File: src/rtl/fp_mult_arbiter.sv
// Two-requester front end for a shared single-precision multiplier datapath.
// Round-robin grant, one operation in flight, timeout-guarded wait, valid/ready response.
module fp_mult_arbiter #(
    parameter int TIMEOUT = 64,
    parameter int CW      = $clog2(TIMEOUT)
) (
    input  logic        clk,
    input  logic        rst_n,
    input  logic [1:0]  req_valid,
    output logic [1:0]  req_ready,
    input  logic [31:0] a0,
    input  logic [31:0] b0,
    input  logic [2:0]  rnd0,
    input  logic [31:0] a1,
    input  logic [31:0] b1,
    input  logic [2:0]  rnd1,
    output logic [1:0]  resp_valid,
    input  logic [1:0]  resp_ready,
    output logic [31:0] resp_z,
    output logic [7:0]  resp_status,
    output logic        resp_timeout,
    output logic        mul_start,
    output logic [31:0] mul_a,
    output logic [31:0] mul_b,
    output logic [2:0]  mul_rnd,
    input  logic        mul_done,
    input  logic [31:0] mul_z,
    input  logic [7:0]  mul_status,
    output logic        busy
);

    typedef enum logic [1:0] {IDLE, ISSUE, WAIT, RESP} state_t;

    state_t        state;
    logic          last_grant;
    logic          grant;
    logic [CW-1:0] count;
    logic          win;
    logic          win_valid;

    // Under contention the requester that was not served last wins.
    always_comb begin
        win       = 1'b0;
        win_valid = 1'b0;
        if (state == IDLE) begin
            case (req_valid)
                2'b01:   begin win = 1'b0;        win_valid = 1'b1; end
                2'b10:   begin win = 1'b1;        win_valid = 1'b1; end
                2'b11:   begin win = ~last_grant; win_valid = 1'b1; end
                default: begin win = 1'b0;        win_valid = 1'b0; end
            endcase
        end
    end

    assign req_ready = win_valid ? (win ? 2'b10 : 2'b01) : 2'b00;
    assign busy      = (state != IDLE);

    always_ff @(posedge clk or negedge rst_n) begin
        if (!rst_n) begin
            state        <= IDLE;
            last_grant   <= 1'b1;
            grant        <= 1'b0;
            count        <= '0;
            mul_start    <= 1'b0;
            mul_a        <= '0;
            mul_b        <= '0;
            mul_rnd      <= '0;
            resp_valid   <= 2'b00;
            resp_z       <= '0;
            resp_status  <= '0;
            resp_timeout <= 1'b0;
        end else begin
            mul_start <= 1'b0;
            case (state)
                IDLE: begin
                    // win_valid already implies req_valid[win]
                    if (win_valid) begin
                        mul_a      <= win ? a1 : a0;
                        mul_b      <= win ? b1 : b0;
                        mul_rnd    <= win ? rnd1 : rnd0;
                        grant      <= win;
                        last_grant <= win;
                        mul_start  <= 1'b1;
                        state      <= ISSUE;
                    end
                end
                ISSUE: begin
                    count <= '0;
                    state <= WAIT;
                end
                WAIT: begin
                    count <= count + 1'b1;
                    if (mul_done) begin
                        resp_z       <= mul_z;
                        resp_status  <= mul_status;
                        resp_timeout <= 1'b0;
                        resp_valid   <= grant ? 2'b10 : 2'b01;
                        state        <= RESP;
                    end else if (count == CW'(TIMEOUT - 1)) begin
                        resp_z       <= '0;
                        resp_status  <= '0;
                        resp_timeout <= 1'b1;
                        resp_valid   <= grant ? 2'b10 : 2'b01;
                        state        <= RESP;
                    end
                end
                RESP: begin
                    if (resp_ready[grant]) begin
                        resp_valid <= 2'b00;
                        state      <= IDLE;
                    end
                end
                default: state <= IDLE;
            endcase
        end
    end

endmodule

File: config.mk
export PLATFORM = sky130hd
export DESIGN_NAME = fp_mult_arbiter
export DESIGN_NICKNAME = d
export VERILOG_FILES = /design/src/rtl/fp_mult_arbiter.sv
export SDC_FILE = /design/constraint.sdc
export NUM_CORES = 1
export LEC_CHECK = 0
export BUFFER_PORTS_ARGS = -buffer_cell sky130_fd_sc_hd__buf_2
export CORE_AREA = 2 2 114 116
export DETAILED_ROUTE_END_ITERATION = 8
export DIE_AREA = 0 0 116 118
export GPL_ROUTABILITY_DRIVEN = 0
export GPL_TIMING_DRIVEN = 0
export PLACE_DENSITY = 0.77
export SLEW_MARGIN = 15
export SYNTH_ARGS = -nofsm -noshare
export SYNTH_HDL_FRONTEND = slang
export SYNTH_SLANG_ARGS = --single-unit
File: constraint.sdc
create_clock -name clk -period 2.7 [get_ports clk]
set_input_delay 0.405 -clock clk [delete_from_list [all_inputs] [get_ports clk]]
set_output_delay 0.405 -clock clk [all_outputs]
set_load 0.05 [all_outputs]
; ---- After elaboration in Yosys (flattened, before gate mapping)
; Cells that the tools add are included.
; Widths: inputs -> output; s select.
[totals]
register_bits = 121
input_bits = 181
out_inout_bits = 114
wordCells = 64
[op_classes]
addsub = 1
order_cmp = 1
n_eq_ne = 10
mux = 29
n_bitwise = 1
n_reduce_logical = 10
[op_table]
columns = op, count
row1 = $mux 32, 4
row2 = $mux 2, 9
row3 = $mux 8, 2
row4 = $pmux 6 s2, 1
row5 = $mux 1, 9
row6 = $eq 2x2->1 const B, 4
row7 = $pmux 2 s4, 1
row8 = $reduce_bool 2->1, 4
row9 = $add 6x1->6 const B, 1
row10 = $eq 6x6->1 const B, 1
row11 = $reduce_and 3->1, 2
row12 = $eq 2x1->1 const B, 2
row13 = $ne 2x2->1 const B, 2
row14 = $pmux 2 s2, 1
row15 = $reduce_and 2->1, 2
row16 = $mux 3, 1
row17 = $ne 3x3->1 const B, 1
row18 = $reduce_or 3->1, 1
row19 = $logic_not 2->1, 1
row20 = $lt 1x2->1 const B, 1
row21 = $pmux 1 s2, 1
row22 = $not 1->1, 1

; ---- Longest topological paths before layout
; Gate-level depths: netlist of run 1.
[logic_depth]
ltp_word = 6
ltp_mapped = 8
depth_no_buf = 6

; ---- Worst setup path before layout of run 1
; OpenSTA, ideal clock, no wires.
[synth_path]
path_type = register -> output
start = register state[0]
end = output req_ready[0]
arrival_ps = 2074
required_time_ps = 2295
path_slack_ps = 221
path_stages_with_launch = 8
path_cell_list = dfrtp_1 inv_1 ha_1 nand3_1 buf_2 buf_2 inv_1 nor2_1
[synth_via]
elab_chain_len = 4
word_cells_on_any_way = 5
[synth_lines]
columns = element, line
row1 = from (decl), 34  ; state_t state;
row2 = from (signal assigned), 60  ; state <= IDLE;
row3 = from (signal assigned), 84  ; state <= ISSUE;
row4 = from (signal assigned), 89  ; state <= WAIT;
row5 = $logic_not 2->1 *, 45  ; if (state == IDLE) begin
row6 = $mux 1, 45
row7 = $mux 2, 55  ; assign req_ready = win_valid ? (win ? 2'b10 : 2'b01) : 2'b00;
row8 = $mux 2 *, 55
row9 = to (decl), 10  ; output logic [1:0] req_ready,
; Every way passes the cells marked *; elsewhere a longest branch is shown, timed or not.

; ---- Worst setup path after layout of run 1
; Ends and elaborated chain as after synthesis.

==> reports/results.ini, run 1 <==
[run_status]
outcome = finished, final reports clean

[cells_and_area]
drive_gt1_share_pct = 44.9
postLayoutCoreUtil_pct = 61.4
diodes = 0
area_growth_pct = 45.2
nNetsFinal = 960

[clock_tree]
cts_tree = done
cts_root_buf = clkbuf_16
clk_latency_ps = 410
max-clock-path-buffers = 2
clkTransAtPathRegs_ps = 60
cts_inserted_buffers = 17
htreeDepth = 4
clock_sinks = 121

[synthesis]
synth_fp_nets = 645
ys_seq_area_share_pct = 57.7
syn_avg_cell_area_um2 = 11.4
syn_area_um2 = 5250
yosys_warnings = 0
async_flop_share_pct = 100
synth-main-ff-cell = dfrtp_1
netlist_instances = 460
yosys.area.top_type_share_pct = 57.2
ys_ff_latch = 121
synth_cell_types = 30
synth_edf_count = 0
synth_top_area_cell = dfrtp_1
synthTopCellsByArea = dfrtp_1 (57%), mux2i_1 (13%), a22o_1 (7.2%), o21ai_0 (7.1%), nand2_1 (5.6%)

[timing]
setup_violations = 0
slew_violations = 0
max-slew-margin-rel_pct = 62.0
whs_ps = 213
tightestPinTransition_ps = 570
fin_skew_ps = 8.69
fmax_ghz = 0.389
period_needed_ps = 2570
timing.final.crit_share_pct = 95.2
finalHoldViolCount = 0

[min_path]
hp-class = in -> reg

[global_routing]
grt_max_degree = 63
first_global_vias = 4849
grt_pass1_wl_um = 23900
track_usage_pct = 22.6
antenna_found_initial = 0
grt-ovfl-total = 0

[die]
io_pins = 295
die_h_um = 118
core-area_um2 = 12400
initial_core_util_pct = 42.3
die_w_um = 116
die-area_um2 = 13700
rows = 41

[worst_setup_path]
arrival_ps = 2160
crit_fanout = 10
start_kind = register
endpoint_kind = output port
critical_path_class = reg -> out
cp.required_ps = 2300

[placed_design]
hpwl_um = 11800
portBuffers = 294

[route]
drtAntennaViolNets = 0
vias = 4773
drtIter0Drc = 183
drt-pass1-iter-count = 4
drc_errors = 0
wl_per_cell_um = 15.9
viasPerCell = 4.97
wirelength_um = 15300

[pwr]
power.density_nw_per_um2 = 1510
p_leak_nw = 4.41
ir_drop_v = 0.000692

[flow_run]
drv_cap = 0

==> layout make-up <==
type,instances,area [µm²]
Fill cell,1049,4790
Clock buffer,21,470
Clock inverter,11,169
Tap cell,172,215
Timing Repair Buffer,296,1520
Sequential cell,121,3030
Inverter,10,37.5
Multi-Input combinational cell,294,1980
Buffer,35,210
==> Yosys cell counts (4+ instances only) <==
cell and instances:
dfrtp_1 120, nand2_1 78, o21ai_0 74, mux2i_1 70, a22o_1 43, clkbuf_1 12, buf_2 11, inv_1 10
buf_4 6, buf_6 5, nand3_1 5, ha_1 4
==> placed cells by master (no fill, tap or decap), types with 2 or more instances in the layout <==
cell	instances
a22o_1	43
and2_1	3
buf_2	302
buf_4	8
buf_6	6
bufinv_16	4
clkbuf_1	13
clkbuf_16	17
clkbuf_8	3
clkinv_2	2
clkinvlp_4	4
dfrtp_1	120
ha_1	4
inv_1	10
mux2i_1	70
nand2_1	78
nand3_1	5
nor2_1	3
o21ai_0	73
==> power breakdown <==
part,total (W),switching [W],internal [W]
Sequential,0.00313,0.000465,0.00266
Clock,0.00241,0.000797,0.00161
Combinational,0.00594,0.00442,0.00152
==> logic make-up (layout without fill, tap and decap cells) <==
kind of cell	count (synthesis)	after routing	share of synthesized area, %
muxes	71	71	13.6
adders and majority gates	4	4	0.954
AOI/OAI and AO/OA	123	123	15.4
and+or+nand+nor	96	96	7.72
buffers and inverters	45	373	4.62
DFF	121	121	57.7
==> worst paths after layout <==
check / startpoint / end / slack, ps / depth (start not counted)
max in group asynchronous: rst_n / last_grant$_DFFE_PN1P_ / 1470 / 3
max: state[0]$_DFFE_PN0P_ / req_ready[0] / 130 / 8
max reg2reg: state[0]$_DFFE_PN0P_ / mul_a[10]$_DFFE_PN0P_ / 770 / 7
min: mul_z[18] / resp_z[18]$_DFFE_PN0P_ / 210 / 2
min reg2reg: mul_b[31]$_DFFE_PN0P_ / mul_b[31]$_DFFE_PN0P_ / 470 / 2
min in group asynchronous: rst_n / resp_valid[1]$_DFFE_PN0P_ / 530 / 2
==> per-layer routing <==
layer  wire length (µm)  vias up  part of all wire (%)  global-route usage (%)
met4                307        0                   2.0                    8.56
met5                  0        -                     0                       0
met1               6060     2276                    40                    25.9
met2               7820      217                    51                    39.5
li1                   -     2253                     -                       -
met3               1110       27                   7.3                    6.33
==> timing repair <==
item / in CTS / in global routing
hold endpoints to repair: 40 / 0
hold buffers: 1 / 0
endpoints found under the setup margin: 1 / 1
buffers inserted: 0 / 0
resized for setup: 1 / 4
==> state kept, by name, indices dropped and copies added, names as in the netlist <==
register      cells
mul_start         1
resp_z           32
resp_timeout      1
resp_status       8
mul_rnd           3
state             2
count             6
last_grant        1
mul_b            32
resp_valid        2
grant             1
mul_a            32
==> worst max-delay path: stages (launching register included) <==
cell and delay [ps]:
dfrtp_1 380, inv_1 80, ha_1 270, nand3_1 90, buf_2 260, buf_4 250
inv_1 70, nor2_1 100, buf_2 270
==> stage by stage <==
step | total power (W) | setup slack (ps) | setup TNS (ps) | cells | instance area (µm²)
after CTS | 0.0116 | 13.8 | 0 | 960 | 7620
after global routing | 0.0121 | -5.49 | -5.49 | 960 | 7620
after detailed placement | 0.00911 | 328 | 0 | 927 | 6970
after global placement | 0.00896 | -206 | -23840 | 926 | 6940
final | 0.0115 | 130 | 0 | 960 | 7620
after floorplan | 0.00752 | 221 | 0 | 460 | 5250
Note: power is estimated with default switching activity, not from simulation.
==> run 2: changes to the inputs <==
ABC_AREA = 1   (was not set)
SKIP_CTS_REPAIR_TIMING = 1   (was not set)
==> reports/results.ini, run 2 <==
[run_status]
outcome = finished, final reports clean

[cells_and_area]
area_growth_pct = 44.3
finalInstanceArea_um2 = 7580
final_common_cell = buf_2
nNetsFinal = 1131
diodes = 0
biggestRegsByFlops = mul_a (32), mul_b (32), resp_z (32)
drive_gt1_share_pct = 37.5
final_cell_mix = buf_2 (319), nand2_1 (261), dfrtp_1 (120)

[placed_design]
placed_area_um2 = 6970
hpwl_um = 12600
portBuffers = 294

[route]
drtIter0Drc = 303
wl_per_cell_um = 14.4
drtAntennaViolNets = 0
drt-pass1-iter-count = 5
viasPerCell = 4.78
vias = 5411
drc_errors = 0
wirelength_um = 16300

[worst_setup_path]
worst-r2r-cell-count = 7
reg2reg_slack_ps = 870
startpoint = state[0]$_DFFE_PN0P_
crit_path_end = req_ready[0]
endpoint_kind = output port
crit_fanout = 10
critical_path_class = reg -> out
r2r-end = mul_a[5]$_DFFE_PN0P_
arrival_ps = 2120
start_kind = register
cp.required_ps = 2300
r2r-start = state[0]$_DFFE_PN0P_

[timing]
max-slew-margin-rel_pct = 65.4
setup_violations = 0
fin_skew_ps = 3.88
tightestPinTransition_ps = 520
slew_violations = 0
whs_ps = 202
timing.final.crit_share_pct = 93.3
fmax_ghz = 0.397
finalHoldViolCount = 0
period_needed_ps = 2520
rsz0062_at_grt = no

[pwr]
ir_drop_v = 0.000815
power.density_nw_per_um2 = 1530
p_leak_nw = 4.08

[die]
io_pins = 295
die_h_um = 118
core-area_um2 = 12400
initial_core_util_pct = 42.3
die_w_um = 116
die-area_um2 = 13700
rows = 41

[synthesis]
syn_area_um2 = 5250
netlist_instances = 631
yosys-top-cells-count = nand2_1 (261), dfrtp_1 (120), nor2_1 (79), a31oi_1 (58), buf_2 (26)
synth_cell_types = 23
yosys_warnings = 0
async_flop_share_pct = 100
syn_avg_cell_area_um2 = 8.32
yosysMostFrequentCell = nand2_1
ys_ff_latch = 121
synth-main-ff-cell = dfrtp_1
synth_fp_nets = 816
synthTopCellsByArea = dfrtp_1 (57%), nand2_1 (19%), a31oi_1 (6.9%), nor2_1 (5.6%), buf_2 (2.5%)
synth_top_area_cell = dfrtp_1
ys_seq_area_share_pct = 57.7
yosys.area.top_type_share_pct = 57.2
synth_edf_count = 0

[min_path]
hp-class = in -> reg

[clock_tree]
cts_tree = done
max-clock-path-buffers = 2
cts_root_buf = clkbuf_16
clk_latency_ps = 400
htreeDepth = 4
clock_sinks = 121
cts_inserted_buffers = 17
clkTransAtPathRegs_ps = 60

[global_routing]
antenna_found_initial = 0
grt_pass1_wl_um = 25500
first_global_vias = 5240
grt-ovfl-total = 0
grt_max_degree = 72
track_usage_pct = 23.8

[flow_run]
drv_cap = 0

[run 2: cell types whose count changed after synthesis, sizes merged, moves of 4 or more]
cell   change
nand2    +183
a21oi      +4
a22o      -43
inv        +8
o21ai     -44
mux2i     -70
a31oi     +57
nor3       +5
buf        +7
nor2      +78
[run 2: final cells by class]
type | count | area, µm²
clock buffers | 20 | 447
fillers | 1176 | 4840
clock inverters | 12 | 150
inverters | 18 | 67.6
multi-input cells | 453 | 1970
repair buffers | 296 | 1520
well taps | 172 | 215
flip-flops and latches | 121 | 3030
plain buffers | 39 | 186
[run 2: power breakdown]
group	internal (W)	switching, W	leakage [nW]
clock	0.00147	0.000809	0.286
combinational	0.00145	0.00479	2.36
sequential	0.00268	0.000423	1.43
total	0.00560	0.00603	4.08
[run 2: metrics by stage]
step | cells | utilization [%] | TNS [ps] | power (W) | setup slack (ps)
6_report | 1131 | 61.0 | 0 | 0.0116 | 180
5_1_grt | 1131 | 61.0 | 0 | 0.0123 | 23.8
4_1_cts | 1130 | 61.0 | 0 | 0.0117 | 134
3_5_place_dp | 1098 | 56.1 | 0 | 0.00942 | 569
3_3_place_gp | 1097 | 55.9 | -39260 | 0.00931 | -338
2_1_floorplan | 631 | - | 0 | 0.00774 | 693
[run 2: cell families after synthesis]
family | after synthesis | share of synthesized area, %
AND/OR/NAND/NOR | 355 | 26.1
flip-flops | 121 | 57.7
AO/OA/AOI/OAI | 94 | 10.4
buffers and inverters | 57 | 4.84
adder cells (fa/ha/maj) | 4 | 0.953
[run 2: routing by layer]
metal,global-route usage (%),part of all wire (%),vias to the layer above
met1,27.5,39,2480
met3,6.95,9.3,27
met5,0,0,-
met2,41.5,49,241
met4,8.48,2.2,0
li1,-,-,2663
[run 2: critical path: stages, from the launching register on]
cell and delay [ps]:
dfrtp_1 400, inv_1 90, ha_1 200, nand3_2 210, inv_2 210, buf_2 290
nor3_2 70, buf_2 230
[run 2: how the worst min path moves through the flow]
stage	slack, ps	to	depth (start not counted)	from
global route	200	resp_z[10]$_DFFE_PN0P_	3	mul_z[10]
floorplan	110	count[0]$_DFFE_PN0P_	0	rst_n
finish	200	resp_z[26]$_DFFE_PN0P_	3	mul_z[26]
CTS	-50	resp_z[18]$_DFFE_PN0P_	1	rst_n
global placement	450	resp_z[17]$_DFFE_PN0P_	2	resp_z[17]$_DFFE_PN0P_
detailed placement	370	resp_z[18]$_DFFE_PN0P_	1	rst_n
==> run 3: changes to the inputs <==
--- a/constraint.sdc
+++ b/constraint.sdc
@@ -3,2 +3,2 @@
 set_output_delay 0.405 -clock clk [all_outputs]
-set_load 0.05 [all_outputs]
+set_load 0.1 [all_outputs]
==> reports/results.ini, run 3 (synthesized netlist as in run 2, its figures left out) <==
[worst_setup_path]
start_kind = register
critical_path_class = reg -> out
r2r-start = state[0]$_DFFE_PN0P_
arrival_ps = 2130
cp.required_ps = 2300
crit_cells = 7
r2r-end = mul_a[5]$_DFFE_PN0P_
endpoint_kind = output port
cp.buffers_inverters = 4
cp_slowest_stage_delay_ps = 380
worst-r2r-cell-count = 7
crit_fanout = 10
crit_chain = inv_1 -> ha_1 -> nand3_2 -> inv_2 -> clkbuf_4 -> nor3_2 -> buf_4
critPathSlowestCell = dfrtp_1
reg2reg_slack_ps = 870
crit_family = buffers and inverters

[cells_and_area]
nNetsFinal = 1131
fin_cells = 1131
biggestRegsByFlops = mul_a (32), mul_b (32), resp_z (32)
postLayoutCoreUtil_pct = 61.1
diodes = 0
final_common_cell = buf_2
area_growth_pct = 44.5
drive_gt1_share_pct = 37.5
final_cell_mix = buf_2 (316), nand2_1 (261), dfrtp_1 (120)

[die]
core-area_um2 = 12400
io_pins = 295
die_h_um = 118
initial_core_util_pct = 42.3
die-area_um2 = 13700
rows = 41
die_w_um = 116

[timing]
timing.final.crit_share_pct = 93.8
whs_ps = 201
fmax_ghz = 0.395
tightestPinTransition_ps = 530
rsz0062_at_grt = no
slew_violations = 0
finalHoldViolCount = 0
max-slew-margin-rel_pct = 64.9
fin_skew_ps = 3.88
setup_violations = 0
period_needed_ps = 2530

[global_routing]
antenna_found_initial = 0
first_global_vias = 5240
track_usage_pct = 23.8
grt-ovfl-total = 0
grt_max_degree = 72
grt_pass1_wl_um = 25500

[route]
drc_errors = 0
viasPerCell = 4.78
drt-pass1-iter-count = 4
wirelength_um = 16300
drtAntennaViolNets = 0
vias = 5403
drtIter0Drc = 301
wl_per_cell_um = 14.4

[clock_tree]
cts_inserted_buffers = 17
max-clock-path-buffers = 2
clk_latency_ps = 400
cts_tree = done
cts_root_buf = clkbuf_16
clkTransAtPathRegs_ps = 60
clock_sinks = 121
htreeDepth = 4

[run_status]
outcome = finished, final reports clean

[placed_design]
hpwl_um = 12600
portBuffers = 294
placedCellCount = 1098

[min_path]
hp-class = in -> reg
hold_depth = 3
min_to = resp_z[26]$_DFFE_PN0P_
min_from = mul_z[26]

[flow_run]
drv_cap = 0

## run 3: worst max-delay path by stage
stage	end	slack [ps]	from
floorplan	req_ready[0]	140	state[0]$_DFFE_PN0P_
global placement	mul_b[11]$_DFFE_PN0P_	-340	rst_n
detailed placement	req_ready[0]	420	state[0]$_DFFE_PN0P_
CTS	req_ready[0]	-10	state[0]$_DFFE_PN0P_
global route	busy	3	state[0]$_DFFE_PN0P_
finish	req_ready[0]	170	state[0]$_DFFE_PN0P_
## run 3: cell type report
class | instances | area [µm²]
buffer | 39 | 189
clock buffer | 20 | 447
clock inverter | 12 | 150
fill | 1173 | 4830
inverter | 18 | 67.6
multi-input combinational | 453 | 1970
sequential | 121 | 3030
tap | 172 | 215
timing repair buffer | 296 | 1520
## run 3: layer usage
| metal | routed length [µm] | global-route usage [%] | part of all wire, % | up-vias |
|---|---|---|---|---|
| met4 | 344 | 8.48 | 2.1 | 0 |
| met5 | 0 | 0 | 0 | - |
| met2 | 8040 | 41.5 | 49 | 237 |
| met1 | 6450 | 27.5 | 40 | 2478 |
| li1 | - | - | - | 2663 |
| met3 | 1480 | 6.95 | 9.0 | 25 |
## run 3: worst reg2reg max path: cells and delay by family (launching register included)
family	cells	cell delay [ps]
DFF	1	400
buffers and inverters	4	720
AOI/OAI and AO/OA	1	120
and+or+nand+nor	1	280
adders and majority gates	1	200
## run 3: through the flow
stage	worst slack, ps	TNS, ps	area, µm²
after global routing	3.06	0	7580
after CTS	-13.2	-13.3	7570
after floorplan	142	0	5250
after global placement	-338	-39260	6940
final	167	0	7580
after detailed placement	419	0	6970
Power of run 3 is not shown: default switching activity piles up to over one toggle a cycle in this logic, so the estimate is an artifact.
